`src/rtl/spi_device_pkg.sv`:
```
// Shared types and constants for the byte-oriented SPI device endpoint.
package spi_device_pkg;

  typedef enum logic {
    Idle  = 1'b0,
    Shift = 1'b1
  } state_e;

  localparam logic [7:0] FillByteDefault = 8'hFF;
  localparam int RxFifoDepth = 4;
  localparam int RxPtrW = $clog2(RxFifoDepth);
  localparam logic [RxPtrW:0] RxFifoFull = (RxPtrW + 1)'(RxFifoDepth);

endpackage

```
`src/rtl/spi_device_sync.sv`:
```
// Multi-bit synchroniser for the SPI pins plus a rise/fall detector on the
// synchronised sck. SyncStages must be at least 2.
module spi_device_sync #(
  parameter int               Width        = 2,
  parameter int               SyncStages   = 2,
  parameter logic [Width-1:0] DataResetVal = '0
) (
  input  logic             clk_i,
  input  logic             rst_ni,
  input  logic             sck_i,
  input  logic [Width-1:0] data_i,
  output logic [Width-1:0] data_o,
  output logic             sck_rise_o,
  output logic             sck_fall_o
);

  logic [Width-1:0] data_q [SyncStages];
  logic             sck_q  [SyncStages];
  logic             sck_prev_q;

  // Synchroniser chains; sck resets to its idle-high level.
  always_ff @(posedge clk_i or negedge rst_ni) begin
    if (!rst_ni) begin
      for (int i = 0; i < SyncStages; i++) begin
        data_q[i] <= DataResetVal;
        sck_q[i]  <= 1'b1;
      end
      sck_prev_q <= 1'b1;
    end else begin
      data_q[0] <= data_i;
      sck_q[0]  <= sck_i;
      for (int i = 1; i < SyncStages; i++) begin
        data_q[i] <= data_q[i-1];
        sck_q[i]  <= sck_q[i-1];
      end
      sck_prev_q <= sck_q[SyncStages-1];
    end
  end

  assign data_o     = data_q[SyncStages-1];
  assign sck_rise_o = sck_q[SyncStages-1] & ~sck_prev_q;
  assign sck_fall_o = ~sck_q[SyncStages-1] & sck_prev_q;

endmodule

```
`src/rtl/spi_device_byte.sv`:
```
// SPI mode-3 device endpoint, MSB first, with valid/ready byte handshakes.
// Define SPI_DEVICE_RX_FIFO_EN to replace the rx holding register by a 4-entry FIFO.
module spi_device_byte
  import spi_device_pkg::*;
#(
  parameter int         SyncStages = 2,
  parameter logic [7:0] FillByte   = FillByteDefault
) (
  input  logic       clk_i,
  input  logic       rst_ni,
  input  logic       sck_i,
  input  logic       csb_i,
  input  logic       mosi_i,
  output logic       miso_o,
  output logic       miso_en_o,
  input  logic [7:0] tx_byte_i,
  input  logic       tx_valid_i,
  output logic       tx_ready_o,
  output logic [7:0] rx_byte_o,
  output logic       rx_valid_o,
  input  logic       rx_ready_i,
  output logic       rx_overflow_o,
  output logic       tx_underrun_o,
  output logic       active_o
);

  logic [1:0] sync_data_s;
  logic       csb_s, mosi_s, sck_rise_s, sck_fall_s, csb_fall_s, csb_rise_s;

  // csb synchroniser resets low so a csb held low through reset is not
  // mistaken for a fresh falling edge.
  spi_device_sync #(
    .Width       (2),
    .SyncStages  (SyncStages),
    .DataResetVal(2'b10)
  ) u_sync (
    .clk_i     (clk_i),
    .rst_ni    (rst_ni),
    .sck_i     (sck_i),
    .data_i    ({mosi_i, csb_i}),
    .data_o    (sync_data_s),
    .sck_rise_o(sck_rise_s),
    .sck_fall_o(sck_fall_s)
  );

  assign csb_s  = sync_data_s[0];
  assign mosi_s = sync_data_s[1];

  state_e     state_q, state_d;
  logic [2:0] cnt_q, cnt_d;
  logic [6:0] rx_sh_q, rx_sh_d;
  logic [7:0] tx_sh_q, tx_sh_d, tx_load_s;
  logic [7:0] tx_hold_q, tx_hold_d;
  logic       tx_ready_q, tx_ready_d;
  logic       csb_prev_q, miso_q, miso_d, miso_en_q, active_q, active_d;
  logic       underrun_q, underrun_d, overflow_q, overflow_d;
  logic       consume_s, byte_done_s;
  logic [7:0] rx_new_s;

  assign csb_fall_s = csb_prev_q & ~csb_s;
  assign csb_rise_s = ~csb_prev_q & csb_s;
  assign rx_new_s   = {rx_sh_q, mosi_s};

  // Protocol FSM, bit counter and shift registers.
  always_comb begin
    state_d     = state_q;
    cnt_d       = cnt_q;
    rx_sh_d     = rx_sh_q;
    tx_sh_d     = tx_sh_q;
    tx_load_s   = FillByte;
    miso_d      = miso_q;
    consume_s   = 1'b0;
    underrun_d  = 1'b0;
    byte_done_s = 1'b0;
    case (state_q)
      Idle: begin
        miso_d = 1'b1;
        cnt_d  = 3'd0;
        if (csb_fall_s) begin
          state_d = Shift;
        end else begin
          state_d = Idle;
        end
      end
      Shift: begin
        if (csb_rise_s) begin
          state_d = Idle;
          cnt_d   = 3'd0;
          miso_d  = 1'b1;
        end else if (sck_fall_s) begin
          if (cnt_q == 3'd0) begin
            if (!tx_ready_q) begin
              tx_load_s = tx_hold_q;
              consume_s = 1'b1;
            end else begin
              tx_load_s  = FillByte;
              underrun_d = 1'b1;
            end
            tx_sh_d = tx_load_s;
            miso_d  = tx_load_s[7];
          end else begin
            miso_d = tx_sh_q[3'd7 - cnt_q];
          end
        end else if (sck_rise_s) begin
          rx_sh_d     = {rx_sh_q[5:0], mosi_s};
          cnt_d       = cnt_q + 3'd1;
          byte_done_s = (cnt_q == 3'd7);
        end else begin
          state_d = Shift;
        end
      end
      default: begin
        state_d = Idle;
        cnt_d   = 3'd0;
        miso_d  = 1'b1;
      end
    endcase
    active_d = (state_d == Shift);
  end

  // tx holding register; a consume always frees it, so a new byte waits a cycle.
  always_comb begin
    tx_hold_d  = tx_hold_q;
    tx_ready_d = tx_ready_q;
    if (consume_s) begin
      tx_ready_d = 1'b1;
    end else if (tx_valid_i && tx_ready_q) begin
      tx_hold_d  = tx_byte_i;
      tx_ready_d = 1'b0;
    end else begin
      tx_ready_d = tx_ready_q;
    end
  end

  // Core state registers.
  always_ff @(posedge clk_i or negedge rst_ni) begin
    if (!rst_ni) begin
      state_q    <= Idle;
      cnt_q      <= 3'd0;
      rx_sh_q    <= 7'd0;
      tx_sh_q    <= 8'd0;
      tx_hold_q  <= 8'd0;
      tx_ready_q <= 1'b1;
      csb_prev_q <= 1'b0;
      miso_q     <= 1'b1;
      miso_en_q  <= 1'b0;
      active_q   <= 1'b0;
      underrun_q <= 1'b0;
      overflow_q <= 1'b0;
    end else begin
      state_q    <= state_d;
      cnt_q      <= cnt_d;
      rx_sh_q    <= rx_sh_d;
      tx_sh_q    <= tx_sh_d;
      tx_hold_q  <= tx_hold_d;
      tx_ready_q <= tx_ready_d;
      csb_prev_q <= csb_s;
      miso_q     <= miso_d;
      miso_en_q  <= active_d;
      active_q   <= active_d;
      underrun_q <= underrun_d;
      overflow_q <= overflow_d;
    end
  end

`ifdef SPI_DEVICE_RX_FIFO_EN
  logic [7:0]        fifo_q [RxFifoDepth];
  logic [RxPtrW-1:0] wr_ptr_q, rd_ptr_q;
  logic [RxPtrW:0]   count_q, count_d;
  logic              pop_s, push_s, full_s;

  // rx FIFO control; a full FIFO still accepts a byte when popped that cycle.
  always_comb begin
    full_s     = (count_q == RxFifoFull);
    pop_s      = (count_q != {(RxPtrW + 1){1'b0}}) && rx_ready_i;
    push_s     = byte_done_s && (!full_s || pop_s);
    overflow_d = byte_done_s && full_s && !pop_s;
    case ({push_s, pop_s})
      2'b10:   count_d = count_q + (RxPtrW + 1)'(1);
      2'b01:   count_d = count_q - (RxPtrW + 1)'(1);
      default: count_d = count_q;
    endcase
  end

  // rx FIFO storage and pointers.
  always_ff @(posedge clk_i or negedge rst_ni) begin
    if (!rst_ni) begin
      for (int i = 0; i < RxFifoDepth; i++) begin
        fifo_q[i] <= 8'd0;
      end
      wr_ptr_q <= {RxPtrW{1'b0}};
      rd_ptr_q <= {RxPtrW{1'b0}};
      count_q  <= {(RxPtrW + 1){1'b0}};
    end else begin
      if (push_s) begin
        fifo_q[wr_ptr_q] <= rx_new_s;
        wr_ptr_q         <= wr_ptr_q + RxPtrW'(1);
      end
      if (pop_s) begin
        rd_ptr_q <= rd_ptr_q + RxPtrW'(1);
      end
      count_q <= count_d;
    end
  end

  assign rx_byte_o  = fifo_q[rd_ptr_q];
  assign rx_valid_o = (count_q != {(RxPtrW + 1){1'b0}});
`else
  logic [7:0] rx_byte_q, rx_byte_d;
  logic       rx_valid_q, rx_valid_d, rx_accept_s;

  // rx holding register; completion on the accept cycle replaces the byte.
  always_comb begin
    rx_byte_d   = rx_byte_q;
    rx_valid_d  = rx_valid_q;
    overflow_d  = 1'b0;
    rx_accept_s = rx_valid_q && rx_ready_i;
    if (byte_done_s) begin
      if (!rx_valid_q || rx_accept_s) begin
        rx_byte_d  = rx_new_s;
        rx_valid_d = 1'b1;
      end else begin
        overflow_d = 1'b1;
      end
    end else if (rx_accept_s) begin
      rx_valid_d = 1'b0;
    end else begin
      rx_valid_d = rx_valid_q;
    end
  end

  // rx holding registers.
  always_ff @(posedge clk_i or negedge rst_ni) begin
    if (!rst_ni) begin
      rx_byte_q  <= 8'd0;
      rx_valid_q <= 1'b0;
    end else begin
      rx_byte_q  <= rx_byte_d;
      rx_valid_q <= rx_valid_d;
    end
  end

  assign rx_byte_o  = rx_byte_q;
  assign rx_valid_o = rx_valid_q;
`endif

  assign miso_o        = miso_q;
  assign miso_en_o     = miso_en_q;
  assign tx_ready_o    = tx_ready_q;
  assign rx_overflow_o = overflow_q;
  assign tx_underrun_o = underrun_q;
  assign active_o      = active_q;

endmodule

```
`config.mk`:
```
export PLATFORM = sky130hd
export DESIGN_NAME = spi_device_byte
export DESIGN_NICKNAME = d
export VERILOG_FILES = /design/src/rtl/spi_device_pkg.sv /design/src/rtl/spi_device_sync.sv /design/src/rtl/spi_device_byte.sv
export SDC_FILE = /design/constraint.sdc
export NUM_CORES = 1
export LEC_CHECK = 0
export BUFFER_PORTS_ARGS = -buffer_cell sky130_fd_sc_hd__buf_2
export CORE_ASPECT_RATIO = 1.25
export CORE_MARGIN = 2
export CORE_UTILIZATION = 59
export DETAILED_ROUTE_END_ITERATION = 10
export GPL_ROUTABILITY_DRIVEN = 0
export PLACE_DENSITY = 0.91
export SLEW_MARGIN = 5
export SYNTH_ARGS = -nofsm -noshare
export SYNTH_HDL_FRONTEND = slang
export SYNTH_SLANG_ARGS = --single-unit
```
`constraint.sdc`:
```
create_clock -name clk_i -period 4.5 [get_ports clk_i]
set_clock_uncertainty 0.2 [all_clocks]
set_input_delay 0 -clock clk_i [delete_from_list [all_inputs] [get_ports clk_i]]
set_output_delay 0 -clock clk_i [all_outputs]
set_load 0.01 [all_outputs]
```
==> results of run 1 <==
per-layer routing:
| metal | GRT usage | up-vias | wire, um |
|---|---|---|---|
| met3 | 0.0516 | 7 | 137 |
| met4 | 0.0813 | 0 | 57 |
| met2 | 0.351 | 34 | 1640 |
| met5 | 0 | - | 0 |
| met1 | 0.281 | 573 | 1420 |
| li1 | - | 563 | - |
worst max-delay path: stages (launching register included):
cell	delay [ns]
dfstp_2	0.55
nor2b_1	0.39
nand4_1	0.21
nor2b_1	0.64
mux2_1	0.39
flip-flops by register name, summed over array words and instances, names as in the netlist, 2 cells and up:
register,cells
u_sync.data_o,2
rx_byte_o,8
u_sync.data_q,2
tx_hold_q,8
cnt_q,3
tx_sh_q,8
u_sync.sck_q,2
rx_sh_q,7
stage by stage:
step	cell area [um^2]	worst slack [ns]	hold WS, ns	cells
6_report	2230	2.01	0.0811	222
5_1_grt	2230	1.75	0.0513	222
3_5_place_dp	2030	2.00	-0.0935	200
4_1_cts	2230	1.98	0.0630	222
2_1_floorplan	1880	2.64	-0.496	141
3_3_place_gp	2030	2.17	-0.0939	200
cell type report:
class / count / area, um^2
clock buffers: 6 / 41.3
clock inverters: 2 / 12.5
fillers: 185 / 772
inverters: 4 / 15.0
multi-input cells: 83 / 619
flip-flops and latches: 48 / 1210
well taps: 36 / 45.0
repair buffers: 43 / 285
kinds of logic after synthesis:
kind of cell,count (synthesis),synth area share
muxes,28,0.172
and+or+nand+nor,39,0.0971
AOI/OAI and AO/OA,12,0.0359
buffers and inverters,10,0.0273
DFF,48,0.643
adders and majority gates,3,0.0200
xor gates and xnor gates,1,0.00466
power by group through the flow:
stage                     Combinational (W)  Clock, W  Sequential, W
after global routing               0.000184  0.000211       0.000605
after global placement             0.000142         0       0.000590
after CTS                          0.000165  0.000193       0.000590
final                              0.000162  0.000190       0.000592
after floorplan                    0.000121         0       0.000576
after detailed placement           0.000155         0       0.000600
placed cells by master (no fill, tap or decap), drive strengths merged, types with 2 or more instances in the layout:
| master | instances |
|---|---|
| buf | 29 |
| clkbuf | 6 |
| dfrtp | 41 |
| dfstp | 7 |
| dlygate4sd3 | 14 |
| ha | 3 |
| inv | 4 |
| mux2 | 24 |
| mux2i | 3 |
| nand2 | 12 |
| nand2b | 2 |
| nand3 | 2 |
| nand4 | 2 |
| nor2 | 14 |
| nor2b | 3 |
| o21ai | 9 |
worst paths after layout:
check                                 from              end  slack, ns  depth (start not counted)
min                                  sck_i  u_sync.sck_q[1]       0.08                          2
max in group asynchronous           rst_ni     tx_hold_q[0]       3.35                          2
min in group asynchronous           rst_ni    tx_underrun_o       0.13                          2
min reg2reg                u_sync.sck_q[1]  u_sync.sck_q[0]       0.17                          0
max                        u_sync.sck_q[0]     rx_byte_o[3]       2.01                          4
max reg2reg                u_sync.sck_q[0]     rx_byte_o[3]       2.01                          4
==> results by group, run 1 <==
Synth
  – Async SR Flop Fraction: 1.00
  – Post-synthesis sequential area ratio: 0.643
  – Largest cells by area after synthesis: dfrtp_1, dfstp_2, mux2_2
  – Synth Cell Area: 1880 um^2
  – Ranking of synthesized cells by instance count: dfrtp_1, mux2_2, nor2_1
  – Post-synth EDFFs: 0
  – Syn_area_per_cell: 13.3 um^2
  – Warnings, synthesis: 0
  – Post-synth top area share: 0.546
  – Most common cell in the netlist: dfrtp_1
  – Yosys top cell by area: dfrtp_1
  – Synthesized netlist cell count: 141
  – Seq cells post-synth: 48
  – Post-synth top flop: dfrtp_1
  – Distinct cell type count after synthesis: 27
  – Mapped Nets: 159

Floorplan
  – DIE WIDTH: 54.5 um
  – Initial Util: 0.627
  – Die height: 67.1 um
  – # rows: 22
  – Die area: 3660 um^2
  – # IOs: 30
  – Core area: 3000 um^2

Power and ir drop
  – Leak: 1.11 nW
  – Total power: 0.000944 W
  – Internal: 0.000684 W
  – Clock group share of total power: 0.201
  – Max IR drop VDD: 0.352 mV
  – Gate power share: 0.172
  – Power Dens Cells: 424 nW/um^2
  – Sw Ratio: 0.276
  – Net Switching: 0.000260 W
  – Sequential power share: 0.627

STA
  – Fin crit period: 2.49 ns
  – Final Max Slew Viols: 0
  – Max_slew headroom: 0.339
  – RSZ-0062 raised after global routing: false
  – Least-Margin Pin Slew: 0.992 ns
  – Max Freq: 402 MHz
  – Setup TNS: 0 ns
  – Endpoints failing setup: 0
  – Fin crit share: 0.553
  – Final Hold Vio Count: 0

Place
  – HPWL after detailed placement: 2.17 mm
  – PortBufs: 29

Clock tree
  – # Post-CTS Setup Buffers: 0
  – Bufs on Longest Clock Path: 2
  – # H-tree levels: 2
  – Skew-Pair Late Insertion Delay: 0.36 ns
  – Clock slew at reported path FFs: 0.12 ns
  – CTS buffer count: 5
  – Post_cts resized: 0
  – Root Buffer: clkbuf_4
  – CTS Hold Bufs: 14
  – CTS tree: done
  – CTS sink count: 48

Layout
  – Nets: 203
  – Ant diodes: 0
  – Finished Core Util: 0.743
  – P&R area growth vs syn: 18.5%
  – Layout cells sized above 1: 0.328

Job
  – Number of max-cap violations: 0

Route
  – Vias per std cell: 5.30
  – DR vias: 1177
  – Routed Antenna Nets: 0
  – Routed wire length: 3.26 mm
  – Starting DRC count in detailed routing: 13
  – Post-route DRC: 0
  – TritonRoute pass-1 iters: 4
  – Wire length per cell: 14.7 um

Setup path
  – Crit start category: flop
  – Critical path capture point type: flop
  – Req. time, crit path: 4.54 ns
  – Critical Path Fanout Max: 8
  – Critical path arrival: 2.53 ns
  – Setup Crit Path Kind: flop to flop

Status
  – Status: complete, no violations

Global route
  – Vias in the first global route: 1234
  – Pin count of the biggest net entering global routing: 49
  – Initial antenna violation count: 0
  – Total track usage: 0.217
  – First-pass GRT wire length: 5.54 mm
  – Gr ovfl total: 0

Hold path
  – Tightest Hold Check Type: input port to flop
No activity file was read; power rests on OpenSTA's default activity.
==> inputs of run 2 (changes only) <==
--- a/config.mk
+++ b/config.mk
@@ -8,10 +8,10 @@
 export BUFFER_PORTS_ARGS = -buffer_cell sky130_fd_sc_hd__buf_2
 export CORE_ASPECT_RATIO = 1.25
 export CORE_MARGIN = 2
-export CORE_UTILIZATION = 59
+export CORE_UTILIZATION = 55
 export DETAILED_ROUTE_END_ITERATION = 10
 export GPL_ROUTABILITY_DRIVEN = 0
-export PLACE_DENSITY = 0.91
+export PLACE_DENSITY = 0.86
 export SLEW_MARGIN = 5
 export SYNTH_ARGS = -nofsm -noshare
 export SYNTH_HDL_FRONTEND = slang
==> constraint.sdc (replaced) <==
create_clock -name clk_i -period 2.5 [get_ports clk_i]
set_clock_uncertainty 0.2 [all_clocks]
set_input_delay 0 -clock clk_i [delete_from_list [all_inputs] [get_ports clk_i]]
set_output_delay 0 -clock clk_i [all_outputs]
set_load 0.01 [all_outputs]
==> run 2 against run 1 <==
First-iteration DRC count up 46%. Utilization decreased by 3.4 points. Cell area grew 3.5%. Critical path depth is 2 higher. Total power rose by 99%. Flip-flop and latch count did not move. Critical path type unchanged.
==> results by group, run 2 (same netlist as run 1, synthesis figures left out) <==
Route
  – Post-route DRC: 0
  – Wire length per cell: 12.8 um
  – Routed wire length: 2.90 mm
  – Vias per std cell: 5.06
  – Starting DRC count in detailed routing: 19
  – Routed Antenna Nets: 0
  – DR vias: 1143
  – TritonRoute pass-1 iters: 4

Layout
  – Layout cells sized above 1: 0.339
  – Finished Core Util: 0.709
  – Final Cell Area: 2310 um^2
  – Fill cells: 232
  – Most frequent cells in the layout: dfrtp_1, buf_2, mux2_2, nor2_1, dlygate4sd3_1
  – Commonest non-fill, non-tap cell in the layout: dfrtp_1
  – Nets: 206
  – P&R area growth vs syn: 22.6%
  – FF/Latch Area: 1210 um^2
  – Multi-input combinational cell area: 619 um^2
  – Ant diodes: 0
  – Cell Count, Final, Fillers Out: 226

Power and ir drop
  – Gate power share: 0.154
  – Power Dens Cells: 814 nW/um^2
  – Max IR drop VDD: 0.705 mV
  – Leak: 1.15 nW
  – Clock group share of total power: 0.282
  – Sequential power share: 0.564
  – Internal: 0.00142 W
  – Net Switching: 0.000455 W
  – Sw Ratio: 0.243

Setup path
  – CP max stage cell: dfrtp_1
  – Critical path arrival: 1.93 ns
  – R2r setup slk: 0.55 ns
  – Worst r2r path cells: 6
  – Crit. Startpoint: cnt_q[0]
  – Largest stage delay, worst path: 0.50 ns
  – Critical Path Fanout Max: 8
  – Crit-path most repeated cell: ha_1
  – Crit start category: flop
  – Family with the most delay on the worst path: flip-flops
  – Req. time, crit path: 2.48 ns
  – Crit path buffers/inverters: 1
  – Critical path cell sequence: ha_1 -> ha_1 -> nand4_1 -> nor2b_1 -> buf_4 -> mux2_1
  – RR Startpoint: cnt_q[0]
  – Setup Crit Path Kind: flop to flop
  – Critical path capture point type: flop
  – Reg-to-reg critical path endpoint: rx_byte_o[4]

Global route
  – GR Util met1: 0.174
  – Met3 Resource Use GR: 0.0392
  – Total track usage: 0.170
  – Met2 Use GR: 0.312
  – First-pass GRT wire length: 5.08 mm
  – Vias in the first global route: 1192
  – Busiest grt layer: met2
  – Pin count of the biggest net entering global routing: 49
  – Gr ovfl total: 0
  – Initial antenna violation count: 0

Floorplan
  – # IOs: 30
  – Initial Util: 0.578
  – Die area: 3910 um^2
  – # rows: 23
  – Die height: 69.4 um
  – DIE WIDTH: 56.3 um
  – Core area: 3250 um^2

Place
  – PortBufs: 29
  – Worst slack, placed: 0.548 ns
  – HPWL after detailed placement: 2.09 mm
  – Placed inst area: 2060 um^2
  – Dpl cells: 204

Clock tree
  – Skew-Pair Late Insertion Delay: 0.29 ns
  – CTS buffer count: 5
  – Root Buffer: clkbuf_8
  – # H-tree levels: 2
  – Post_cts resized: 0
  – Clock slew at reported path FFs: 0.08 ns
  – Bufs on Longest Clock Path: 2
  – CTS Hold Bufs: 14
  – # Post-CTS Setup Buffers: 0
  – CTS tree: done
  – CTS sink count: 48

STA
  – Final Hold Vio Count: 0
  – Least-Margin Pin Slew: 0.981 ns
  – Endpoints failing setup: 0
  – Fin crit share: 0.780
  – Max_slew headroom: 0.346
  – Max Freq: 513 MHz
  – Setup ws final: 0.551 ns
  – Setup TNS: 0 ns
  – Final Max Slew Viols: 0
  – RSZ-0062 raised after global routing: false
  – Fin crit period: 1.95 ns

Hold path
  – Hold wc startpoint: csb_i
  – Min-Delay Path Depth: 2
  – Tightest Hold Check Type: input port to flop
  – Hold EP: u_sync.data_q[2]

Status
  – Status: complete, no violations

Job
  – Number of max-cap violations: 0
[run 2: through the flow]
stage	hold WS [ns]	total power [W]
2_1_floorplan	-0.496	0.00125
3_3_place_gp	-0.0951	0.00132
3_5_place_dp	-0.0909	0.00135
4_1_cts	0.129	0.00191
5_1_grt	0.134	0.00199
6_report	0.138	0.00188
[run 2: worst max-delay path by stage]
stage                         endpoint  slack (ns)  cells after the start
final                     rx_byte_o[4]        0.55                      6
after global routing      rx_byte_o[4]        0.39                      6
after global placement    rx_byte_o[0]        0.63                      6
after CTS                 rx_byte_o[4]        0.54                      6
after floorplan           rx_byte_o[0]        0.64                      6
after detailed placement  rx_byte_o[4]        0.55                      6
[run 2: power by group through the flow]
stage                     registers, W  clock network (W)  logic, W
final                          0.00106           0.000528  0.000289
after global routing           0.00108           0.000578  0.000331
after CTS                      0.00106           0.000551  0.000294
after detailed placement       0.00108                  0  0.000277
after global placement         0.00106                  0  0.000259
after floorplan                0.00104                  0  0.000217
[run 2: per-layer routing]
layer	vias up	part of all wire
li1	568	-
met1	548	0.41
met2	22	0.54
met3	5	0.031
met4	0	0.016
met5	-	0
[run 2: layout make-up]
class                      instances  share of cell area
clock buffer                       6              0.0315
sequential                        48               0.525
inverter                           4             0.00651
timing repair buffer              46               0.133
tap                               37              0.0201
clock inverter                     2              0.0152
multi-input combinational         83               0.269
==> inputs of run 3 (changes only) <==
--- a/config.mk
+++ b/config.mk
@@ -5,13 +5,14 @@
 export SDC_FILE = /design/constraint.sdc
 export NUM_CORES = 1
 export LEC_CHECK = 0
+export ABC_AREA = 1
 export BUFFER_PORTS_ARGS = -buffer_cell sky130_fd_sc_hd__buf_2
 export CORE_ASPECT_RATIO = 1.25
 export CORE_MARGIN = 2
 export CORE_UTILIZATION = 55
 export DETAILED_ROUTE_END_ITERATION = 10
 export GPL_ROUTABILITY_DRIVEN = 0
-export PLACE_DENSITY = 0.86
+export PLACE_DENSITY = 0.85
 export SLEW_MARGIN = 5
 export SYNTH_ARGS = -nofsm -noshare
 export SYNTH_HDL_FRONTEND = slang
==> constraint.sdc (replaced) <==
create_clock -name clk_i -period 2.05 [get_ports clk_i]
set_clock_uncertainty 0.2 [all_clocks]
set_input_delay 0 -clock clk_i [delete_from_list [all_inputs] [get_ports clk_i]]
set_output_delay 0 -clock clk_i [all_outputs]
set_load 0.01 [all_outputs]
==> run 3 against run 2 <==
Largest cell class unchanged. First-iteration DRC count rose to 2.6 times the previous value. Highest routed layer unchanged. Clock power rose by 8.0%. Largest power group unchanged. Synthesized area increased by 5.9%. Critical path type unchanged. Wire length grew 11%. Die area rose by 5.5%. Global-route usage up 1.2 points. Critical endpoint is now tx_sh_q[6]. Sequential power increased by 19%. Via count up 19%. Total power up 19%. Sequential share of layout area is 2.1 points lower.
==> results by group, run 3 <==
Status
  – Status: complete, no violations

STA
  – Fin crit period: 1.76 ns
  – Fin crit share: 0.856
  – Least-Margin Pin Slew: 0.554 ns
  – Max_slew headroom: 0.630
  – Setup TNS: 0 ns
  – RSZ-0062 raised after global routing: false
  – Endpoints failing setup: 0
  – Max Freq: 570 MHz
  – Final Hold Vio Count: 0
  – Final Max Slew Viols: 0

Synth
  – Post-synthesis sequential area ratio: 0.608
  – Most common cell in the netlist: dfrtp_1
  – Syn_area_per_cell: 10.6 um^2
  – Yosys top cell by area: dfrtp_1
  – Synthesized netlist cell count: 187
  – Warnings, synthesis: 0
  – Distinct cell type count after synthesis: 22
  – Post-synth top area share: 0.515
  – Async SR Flop Fraction: 1.00
  – Synth Cell Area: 1990 um^2
  – Mapped Nets: 205
  – Post-synth top flop: dfrtp_1
  – Largest cells by area after synthesis: dfrtp_1, dfstp_2, nand2_1
  – Seq cells post-synth: 48
  – Post-synth EDFFs: 0
  – Ranking of synthesized cells by instance count: dfrtp_1, nand2_1, inv_1

Floorplan
  – Die area: 4120 um^2
  – Initial Util: 0.571
  – # rows: 24
  – DIE WIDTH: 57.8 um
  – Die height: 71.3 um
  – # IOs: 30
  – Core area: 3480 um^2

Route
  – Routed Antenna Nets: 0
  – Starting DRC count in detailed routing: 50
  – DR vias: 1363
  – Wire length per cell: 11.7 um
  – Post-route DRC: 0
  – TritonRoute pass-1 iters: 4
  – Routed wire length: 3.21 mm
  – Vias per std cell: 4.97

Layout
  – Multi-input combinational cell area: 661 um^2
  – Layout cells sized above 1: 0.306
  – Most frequent cells in the layout: dfrtp_1, nand2_1, buf_2, inv_1, nor2_1
  – P&R area growth vs syn: 20.7%
  – FF/Latch Area: 1210 um^2
  – Ant diodes: 0
  – Final Cell Area: 2400 um^2
  – Fill cells: 257
  – Finished Core Util: 0.690
  – Commonest non-fill, non-tap cell in the layout: dfrtp_1
  – Nets: 252

Setup path
  – Largest stage delay, worst path: 0.47 ns
  – Setup Crit Path Kind: flop to flop
  – Critical Path Fanout Max: 13
  – Critical path cell sequence: inv_2 -> ha_1 -> nand2_1 -> nor2_4 -> nand2_1 -> nor2_1 -> nor2_1
  – Worst r2r path cells: 7
  – CP max stage cell: dfrtp_1
  – Critical path capture point type: flop
  – Req. time, crit path: 2.05 ns
  – Critical path arrival: 1.75 ns
  – Crit start category: flop

Global route
  – Pin count of the biggest net entering global routing: 26
  – Total track usage: 0.182
  – Initial antenna violation count: 0
  – First-pass GRT wire length: 5.72 mm
  – Vias in the first global route: 1356
  – Gr ovfl total: 0

Place
  – Placed inst area: 2170 um^2
  – HPWL after detailed placement: 2.21 mm
  – PortBufs: 29

Clock tree
  – CTS tree: done
  – CTS buffer count: 5
  – Skew-Pair Late Insertion Delay: 0.30 ns
  – Post_cts resized: 0
  – # Post-CTS Setup Buffers: 0
  – CTS sink count: 48
  – Bufs on Longest Clock Path: 2
  – CTS Hold Bufs: 14
  – Root Buffer: clkbuf_8
  – Clock slew at reported path FFs: 0.08 ns
  – # H-tree levels: 2

Power and ir drop
  – Max IR drop VDD: 0.666 mV
  – Internal: 0.00163 W
  – Sw Ratio: 0.274
  – Leak: 1.24 nW
  – Total power: 0.00224 W
  – Sequential power share: 0.560
  – Power Dens Cells: 933 nW/um^2
  – Clock group share of total power: 0.254
  – Net Switching: 0.000614 W
  – Gate power share: 0.186

Job
  – Number of max-cap violations: 0

Hold path
  – Tightest Hold Check Type: input port to asynchronous set/reset pin
## run 3: changes by cell type after synthesis, moves of 6 or more
cell,previous run,this run
inv_1,4,18
mux2_1,9,0
mux2_2,15,0
mux2_4,0,8
nand2_1,12,38
nand2_2,0,6
nand3_1,2,12
o21ai_1,0,13
## run 3: final cells by class
cell class | count | area share
Clock buffer | 7 | 0.0359
Clock inverter | 1 | 0.00312
Inverter | 22 | 0.0354
Multi-Input combinational cell | 113 | 0.275
Sequential cell | 48 | 0.503
Tap cell | 39 | 0.0203
Timing Repair Buffer | 44 | 0.127
## run 3: power by group through the flow
stage	Clock [W]	Combinational, W	Sequential [W]
2_1_floorplan	0	0.000304	0.00124
5_1_grt	0.000621	0.000481	0.00128
4_1_cts	0.000588	0.000420	0.00125
3_5_place_dp	0	0.000396	0.00127
6_report	0.000570	0.000416	0.00126
3_3_place_gp	0	0.000378	0.00126
## run 3: worst max-delay path: cells and delay by family, from the launching register on
kind / cells / cell delay [ns]
adders and majority gates: 1 / 0.16
DFF: 1 / 0.47
buffers and inverters: 1 / 0.12
and+or+nand+nor: 5 / 0.70
## run 3: metrics by stage
step           hold slack, ns  worst slack, ns  std cells
6_report               0.0185            0.295        274
5_1_grt                0.0622            0.150        274
4_1_cts                0.0326            0.306        274
3_5_place_dp           -0.176            0.317        252
3_3_place_gp           -0.183            0.395        252
2_1_floorplan          -0.496            0.560        187
## run 3: logic make-up (layout without fill, tap and decap cells)
group,after synthesis,count (layout),synth area share
AO/OA/AOI/OAI,24,24,0.0698
buffers and inverters,26,74,0.0603
flip-flops,48,48,0.608
multiplexers,8,8,0.0603
adder cells (fa/ha/maj),3,3,0.0189
AND/OR/NAND/NOR,78,78,0.183
## run 3: final timing paths
path	endpoint	startpoint	slack [ns]
worst min register to register	u_sync.data_o[0]	u_sync.data_q[2]	0.15
min in group clk_i	u_sync.sck_q[1]	sck_i	0.13
max in group asynchronous	u_sync.data_o[1]	rst_ni	1.04
worst max register to register	tx_sh_q[6]	cnt_q[0]	0.29
worst max-delay path	tx_sh_q[6]	cnt_q[0]	0.29
worst min-delay path	csb_prev_q	rst_ni	0.02
## run 3: layer usage
layer | GRT usage | up-vias | share of wire
met3 | 0.0505 | 9 | 0.042
met2 | 0.321 | 33 | 0.53
li1 | - | 683 | -
met1 | 0.204 | 638 | 0.40
met5 | 0 | - | 0
met4 | 0.0775 | 0 | 0.022
